===== src/rtl/branch_pred_tracker_pkg.sv =====
// Shared types and constants for the branch prediction tracker.
// bp_entry_t is the canonical 32-bit-PC layout of one tracked prediction.
package branch_pred_tracker_pkg;

  localparam int BP_WIDTH = 32;
  localparam int PC_STEP  = 4;

  typedef struct packed {
    logic                pred;
    logic [BP_WIDTH-1:0] target;
    logic [BP_WIDTH-1:0] fall;
  } bp_entry_t;

endpackage


===== src/rtl/branch_pred_tracker_sat_counter.sv =====
// Saturating up-counter used for predictor statistics.
// The counter holds at all-ones instead of wrapping.
module sat_counter #(
  parameter int CNT_W = 16
) (
  input  logic             clk,
  input  logic             reset,
  input  logic             inc,
  output logic [CNT_W-1:0] q
);

  localparam logic [CNT_W-1:0] CNT_ONE = CNT_W'(1);

  always_ff @(posedge clk or posedge reset) begin
    if (reset) begin
      q <= '0;
    end else if (inc && (q != '1)) begin
      q <= q + CNT_ONE;
    end
  end

endmodule


===== src/rtl/branch_pred_tracker.sv =====
// In-order tracker of fetched branch predictions; compares the oldest entry
// against the EX outcome, flags mispredicts, supplies the redirect PC and flushes younger entries.
module branch_pred_tracker
  import branch_pred_tracker_pkg::*;
#(
  parameter int WIDTH = BP_WIDTH,
  parameter int DEPTH = 4,
  parameter int CNT_W = 16
) (
  input  logic             clk,
  input  logic             reset,
  input  logic             push,
  input  logic             push_pred,
  input  logic [WIDTH-1:0] push_target,
  input  logic [WIDTH-1:0] push_fall,
  input  logic             resolve,
  input  logic             resolve_taken,
  output logic             prediction,
  output logic             mispredict,
  output logic [WIDTH-1:0] redirect_pc,
  output logic             full,
  output logic             empty,
  output logic             overflow,
  output logic             underflow,
  output logic [CNT_W-1:0] branch_cnt,
  output logic [CNT_W-1:0] mispred_cnt
);

  localparam int PTR_W = $clog2(DEPTH);
  localparam logic [PTR_W-1:0] PTR_ONE  = PTR_W'(1);
  localparam logic [PTR_W:0]   CNT_ONE  = (PTR_W + 1)'(1);
  localparam logic [PTR_W:0]   FULL_CNT = (PTR_W + 1)'(DEPTH);

  // Same field layout as bp_entry_t, but sized by this instance's WIDTH.
  typedef struct packed {
    logic             pred;
    logic [WIDTH-1:0] target;
    logic [WIDTH-1:0] fall;
  } entry_t;

  entry_t           mem [DEPTH];
  logic [PTR_W-1:0] rd_ptr;
  logic [PTR_W-1:0] wr_ptr;
  logic [PTR_W:0]   count;

  entry_t head;
  logic   pop_ok;
  logic   push_blocked;
  logic   push_ok;

  always_comb begin
    head         = mem[rd_ptr];
    empty        = (count == '0);
    full         = (count == FULL_CNT);
    pop_ok       = resolve && !empty;
    mispredict   = pop_ok && (resolve_taken != head.pred);
    prediction   = empty ? 1'b0 : head.pred;
    redirect_pc  = '0;
    if (!empty) begin
      redirect_pc = resolve_taken ? head.target : head.fall;
    end
    // A correct pop in the same cycle frees a slot for the incoming push.
    push_blocked = full && !(pop_ok && !mispredict);
    push_ok      = push && !push_blocked && !mispredict;
  end

  // Storage is not reset: every read is gated by empty.
  always_ff @(posedge clk) begin
    if (push_ok) begin
      mem[wr_ptr] <= '{pred: push_pred, target: push_target, fall: push_fall};
    end
  end

  always_ff @(posedge clk or posedge reset) begin
    if (reset) begin
      rd_ptr <= '0;
      wr_ptr <= '0;
      count  <= '0;
    end else if (mispredict) begin
      rd_ptr <= rd_ptr + PTR_ONE;
      wr_ptr <= rd_ptr + PTR_ONE;
      count  <= '0;
    end else begin
      if (pop_ok) begin
        rd_ptr <= rd_ptr + PTR_ONE;
      end
      if (push_ok) begin
        wr_ptr <= wr_ptr + PTR_ONE;
      end
      if (push_ok && !pop_ok) begin
        count <= count + CNT_ONE;
      end else if (pop_ok && !push_ok) begin
        count <= count - CNT_ONE;
      end
    end
  end

  always_ff @(posedge clk or posedge reset) begin
    if (reset) begin
      overflow  <= 1'b0;
      underflow <= 1'b0;
    end else begin
      if (push && push_blocked) begin
        overflow <= 1'b1;
      end
      if (resolve && empty) begin
        underflow <= 1'b1;
      end
    end
  end

  sat_counter #(.CNT_W(CNT_W)) u_branch_cnt (
    .clk   (clk),
    .reset (reset),
    .inc   (pop_ok),
    .q     (branch_cnt)
  );

  sat_counter #(.CNT_W(CNT_W)) u_mispred_cnt (
    .clk   (clk),
    .reset (reset),
    .inc   (mispredict),
    .q     (mispred_cnt)
  );

endmodule


===== config.mk =====
export PLATFORM = sky130hd
export DESIGN_NAME = branch_pred_tracker
export DESIGN_NICKNAME = d
export VERILOG_FILES = /design/src/rtl/branch_pred_tracker_pkg.sv /design/src/rtl/branch_pred_tracker_sat_counter.sv /design/src/rtl/branch_pred_tracker.sv
export SDC_FILE = /design/constraint.sdc
export NUM_CORES = 1
export LEC_CHECK = 0
export CORE_ASPECT_RATIO = 1.75
export CORE_UTILIZATION = 50
export CTS_CLUSTER_DIAMETER = 100
export DETAILED_ROUTE_END_ITERATION = 6
export PLACE_DENSITY = 0.75
export SLEW_MARGIN = 20
export SYNTH_ARGS = -nofsm -noshare
export SYNTH_HDL_FRONTEND = slang
export SYNTH_SLANG_ARGS = --single-unit

===== constraint.sdc =====
create_clock -name clk -period 3.45 [get_ports clk]
set_clock_uncertainty 0.1 [all_clocks]
set_input_delay 0.69 -clock clk [delete_from_list [all_inputs] [get_ports clk]]
set_output_delay 0.69 -clock clk [all_outputs]
set_load 0.02 [all_outputs]

==> results of run 1 <==
[kinds of logic (layout without fill, tap and decap cells)]
kind of cell,after synthesis,count (layout),share of synthesized area (%)
adders and majority gates,7,7,0.804
buffers and inverters,30,219,0.995
AOI/OAI and AO/OA,19,19,1.20
xor gates and xnor gates,35,35,2.66
DFF,301,301,74.7
and+or+nand+nor,106,106,4.28
other,0,2,0
muxes,100,100,15.4
[sequential cells by signal, indices dropped and copies added, names as in the netlist]
register	count
u_branch_cnt.q	16
overflow	1
underflow	1
rd_ptr	2
mem	260
count	3
u_mispred_cnt.q	16
wr_ptr	2
[power by group through the flow]
stage	clock [mW]	sequential [mW]	combinational, mW
2_1_floorplan	0	5.07	2.55
3_3_place_gp	0	5.03	4.27
3_5_place_dp	0	5.09	4.36
4_1_cts	3.06	5.03	4.35
5_1_grt	3.18	5.07	4.61
6_report	3.00	5.02	4.31
[metrics by stage]
step	setup TNS, ns	util (%)
2_1_floorplan	0	-
3_3_place_gp	0	59.5
3_5_place_dp	0	59.5
4_1_cts	0	63.3
5_1_grt	-0.0166	63.7
6_report	0	63.7
[routing by layer]
| metal | wire length, um | global-route usage [%] | vias up |
|---|---|---|---|
| li1 | - | - | 2724 |
| met1 | 8890 | 22.5 | 3200 |
| met2 | 13100 | 37.5 | 201 |
| met3 | 1120 | 2.85 | 47 |
| met4 | 826 | 9.66 | 0 |
| met5 | 0 | 0 | - |
[synth_stat cells, types with 3 or more instances]
library cell | number | area share, %
edfxtp_1 | 260 | 66
mux4_2 | 65 | 12
nor2_1 | 49 | 1.6
dfrtp_1 | 41 | 8.7
mux2i_1 | 33 | 2.8
xnor2_1 | 22 | 1.6
nand3_1 | 13 | 0.55
nand2_1 | 12 | 0.38
nand4_1 | 12 | 0.63
xor2_1 | 12 | 0.89
buf_1 | 11 | 0.35
inv_1 | 8 | 0.25
and3_1 | 7 | 0.37
clkbuf_1 | 7 | 0.22
ha_1 | 6 | 0.63
and2_1 | 5 | 0.26
buf_2 | 4 | 0.17
o21ai_0 | 4 | 0.17
a21oi_1 | 3 | 0.13
nor3_1 | 3 | 0.13
[final timing paths]
kind | endpoint | slack, ns | cells after the start
min in group asynchronous | u_branch_cnt.q[14]$_DFFE_PP0P_ | 0.50 | 3
max in group asynchronous | rd_ptr[0]$_DFFE_PP0P_ | 2.35 | 3
min reg2reg | underflow$_DFFE_PP0P_ | 0.36 | 1
max reg2reg | mem[2][9]$_DFFE_PP_ | 0.48 | 8
max | redirect_pc[5] | 0.06 | 5
min | underflow$_DFFE_PP0P_ | 0.36 | 1
[critical path: cells and delay by family, from the launching register on]
| kind | cells | cell delay (ns) |
|---|---|---|
| simple gates | 1 | 0.06 |
| mux | 2 | 0.73 |
| flops | 1 | 0.49 |
| buf+inv | 2 | 0.77 |
[area by class of cell]
type / count / area (um^2) / area share, %
antenna: 2 / 5.00 / 0.0338
clock buffer: 30 / 687 / 4.64
clock inverter: 18 / 194 / 1.31
inverter: 8 / 30.0 / 0.203
multi-input combinational: 267 / 2890 / 19.5
tap: 304 / 380 / 2.57
timing repair buffer: 163 / 1780 / 12.0
sequential: 301 / 8840 / 59.7
[what timing repair did]
item	in CTS	in global routing
setup buffers	0	3
gates cloned	0	1
gates resized for setup	9	19
endpoints found under the setup margin	6	20
[cell usage in the layout (no fill, tap or decap), drive strengths merged, types with 3 or more instances in the layout]
cell | Yosys | routed
a21oi | 3 | 3
bufinv | 0 | 4
dlygate4sd2 | 0 | 8
o21ai | 4 | 4
mux2i | 33 | 33
clkdlybuf4s50 | 0 | 111
a211oi | 3 | 3
ha | 6 | 6
mux4 | 65 | 65
nand3 | 13 | 13
nand4 | 12 | 12
and3 | 7 | 7
clkbuf | 7 | 31
dfrtp | 41 | 41
nand2 | 12 | 12
nor2 | 49 | 49
dlymetal6s2s | 0 | 19
xor2 | 12 | 12
clkinv | 0 | 11
and2 | 5 | 5
buf | 15 | 24
nor3 | 3 | 3
edfxtp | 260 | 260
inv | 8 | 10
xnor2 | 23 | 23
==> summary.txt, run 1 <==
status = finished clean
fraction of layout cells with a size suffix above 1 = 18.2%
register area share after synthesis = 74.7%
Final #Nets = 844
critical path type = flop to output port
static leakage = 5.35 nW
syn_nets = 675
Clock Tree Root = clkbuf_16
I/O pin count = 140
wirelength, routed = 23.9 mm
synth warn = 0
final setup margin = 0.0571 ns
fraction of registers with async set/reset = 13.6%
vias = 6172
Hold-fix buffers, CTS = 0
Initial Utilization = 50.9%
Mapped Area = 0.0118 mm^2
CTS max path bufs = 3
Layout Cells excl Fill = 1093
Slowest-stage cell, CP = clkdlybuf4s50_1
Placement Setup Slack = 0.391 ns
count of pins over their slew limit = 0
maximum vdd drop = 0.460 mV
Clk pwr share = 24.3%
core box area = 0.0232 mm^2
first-pass GRT wire length = 36.4 mm
Final Critical Period = 3.39 ns
number of synthesized flops with an enable pin = 260
HP Class = flop to flop
CP Launch Point = rd_ptr[0]$_DFFE_PP0P_
largest net degree at the start of global routing = 42
area delta synth->final = 25.2%
final setup fails = 0
Crit path largest cell delay = 0.55 ns
Total Power = 12.3 mW
Hold Startpoint = underflow$_DFFE_PP0P_
gr usage total = 20.1%
Seq pwr share = 40.7%
vias in the first global route = 6566
grt ovf = 0
number of remaining DRC errors = 0
Syn Area/Cell = 19.8 um^2
clk sinks = 301
Design Area, Final = 0.0148 mm^2
crit path max fanout = 20
Arr. time, crit path = 2.60 ns
TritonRoute pass-1 iters = 5
switching share of total power = 31.0%
Worst Tran Pin Value = 0.758 ns
DIE AREA = 0.0243 mm^2
1st-iter DRT viols = 422
Post-DP HPWL = 15.2 mm
Reg clk slew, reported paths = 0.07 ns
initial antenna violation count = 2
H-tree levels = 1
Cell Chain, Critical Path = buf_12 -> mux4_2 -> mux2i_1 -> nor2_1 -> clkdlybuf4s50_1
synthesis-stage register bit count = 301
Slew Limit Headroom = 49.5%
Final Hold Fails = 0
crit end category = output port
Die W = 118 um
die height = 205 um
hold_ws = 0.360 ns
startpoint class of the critical path = flop
Unique masters post-synth = 38
Top FF cell, synth = edfxtp_1
# fillers = 1575
area post-placement = 0.0138 mm^2
GP Congestion = 0.814
Routed Antenna Nets = 0
# rows = 74
CTS buffer count = 26
RR Startpoint = rd_ptr[0]$_DFFE_PP0P_
internal power = 8.51 mW
insertion delay to the later sink of the worst-skew pair = 0.54 ns
max frequency = 295 MHz
final worst-path cycle share = 98.3%
Cells after DPL = 1039
Psw = 3.82 mW
I/O Buffers = 139
CTS tree = yes
Routed wire per std cell = 21.9 um
Synth Instances = 598
max_cap viols = 0
vias per cell = 5.65
PwrDens = 833 mW/mm^2
WP data required = 2.66 ns
Gate power share = 34.9%
Note: power is estimated with default switching activity, not from simulation.
==> run 2, diff against run 1 <==
Settings changed: CTS_CLUSTER_SIZE set to 8, MAX_ROUTING_LAYER set to met4, SKIP_LAST_GASP set to 1.
==> run 2 against run 1 <==
- the run now ends with negative setup slack left
- combinational power increased by 0.9%
- total power up 6.3%
- die area unchanged
- largest cell class unchanged
- largest power group unchanged
==> summary.txt, run 2 (synthesis gave the netlist of run 1 again) <==
post-CTS setup buffer count = 0
vias in the first global route = 6909
max_cap viols = 0
DIE AREA = 0.0243 mm^2
GP Congestion = 0.826
failing checks = negative setup slack
Slowest-stage cell, CP = clkdlybuf4s50_1
critical path type = flop to output port
I/O pin count = 140
CTS max path bufs = 3
Reg clk slew, reported paths = 0.05 ns
setup TNS = -0.0168 ns
number of remaining DRC errors = 0
Cells after DPL = 1039
H-tree levels = 2
Final Hold Fails = 0
# rows = 74
largest net degree at the start of global routing = 42
first-pass GRT wire length = 37.9 mm
Initial Utilization = 50.9%
Total Power = 13.1 mW
r2r setup slk = 0.52 ns
Die W = 118 um
commonest non-fill, non-tap cells in the layout = 260 x edfxtp_1, 127 x clkdlybuf4s50_1, 65 x mux4_2
startpoint class of the critical path = flop
delay-heaviest family, CP = multiplexers
clk sinks = 301
Hold-fix buffers, CTS = 0
Final Critical Period = 3.46 ns
HP Class = flop to flop
Slew Limit Headroom = 50.5%
insertion delay to the later sink of the worst-skew pair = 0.53 ns
Cell Chain, Critical Path = buf_16 -> mux4_2 -> mux2i_1 -> nor2_1 -> clkdlybuf4s50_1
fraction of layout cells with a size suffix above 1 = 18.7%
Clock Tree Root = clkbuf_16
Placement Setup Slack = 0.391 ns
status = finished with violations
maximum vdd drop = 0.647 mV
area delta synth->final = 27.4%
Layout Cells excl Fill = 1103
crit path max fanout = 13
I/O Buffers = 139
Largest register FFs = 260
Biggest register = mem
TritonRoute pass-1 iters = 5
hold_ws = 0.353 ns
vias per cell = 5.73
gr usage total = 21.7%
fin util = 64.8%
PwrDens = 870 mW/mm^2
Crit path largest cell delay = 0.54 ns
core box area = 0.0232 mm^2
most common cell after layout, fill and taps aside = edfxtp_1
wirelength, routed = 24.8 mm
Post-DP HPWL = 15.2 mm
vias = 6318
initial antenna violation count = 1
Worst Tran Pin Value = 0.742 ns
crit end category = output port
Crit path buffers/inverters = 2
final setup margin = -0.0123 ns
area post-placement = 0.0138 mm^2
WP data required = 2.66 ns
static leakage = 5.35 nW
CTS buffer count = 43
Arr. time, crit path = 2.67 ns
max frequency = 289 MHz
Routed Antenna Nets = 0
final setup fails = 2
Design Area, Final = 0.0151 mm^2
grt ovf = 0
Routed wire per std cell = 22.5 um
biggest regs = mem (260), u_branch_cnt.q (16), u_mispred_cnt.q (16)
1st-iter DRT viols = 493
die height = 205 um
final worst-path cycle share = 100%
count of pins over their slew limit = 0
CTS tree = yes
Final #Nets = 858
RSZ-0062 raised after global routing = true
==> run 2: worst paths after layout <==
kind                                             endpoint                  start  cells after the start
max                                       redirect_pc[19]  rd_ptr[0]$_DFFE_PP0P_                      5
min                                 underflow$_DFFE_PP0P_  underflow$_DFFE_PP0P_                      1
max reg2reg                          mem[1][18]$_DFFE_PP_  rd_ptr[0]$_DFFE_PP0P_                      7
min reg2reg                         underflow$_DFFE_PP0P_  underflow$_DFFE_PP0P_                      1
max in group asynchronous           rd_ptr[0]$_DFFE_PP0P_                  reset                      3
min in group asynchronous  u_branch_cnt.q[14]$_DFFE_PP0P_                  reset                      3
==> run 2: power by group <==
part | switching [mW] | total, mW | internal (mW)
Combinational | 2.26 | 4.35 | 2.09
Clock | 1.41 | 3.70 | 2.30
Sequential | 0.312 | 5.05 | 4.74
==> run 2: layer usage <==
metal	part of all wire, %	up-vias	track usage [%]
li1	-	2757	-
met1	37	3285	23.2
met2	55	219	39.0
met3	4.3	57	3.77
met4	3.2	0	10.3
met5	0	-	-
==> run 2: cell type report <==
type | count | area, um^2
Tap cell | 304 | 380
Timing Repair Buffer | 160 | 1740
Inverter | 8 | 30.0
Fill cell | 1545 | 8170
Antenna cell | 1 | 2.50
Multi-Input combinational cell | 267 | 2890
Sequential cell | 301 | 8840
Clock buffer | 59 | 1160
Clock inverter | 3 | 30.0
==> run 2: what timing repair did <==
| item | CTS | global route |
|---|---|---|
| resized for setup | 3 | 9 |
| gates cloned | 0 | 1 |
| setup endpoints to repair | 3 | 25 |
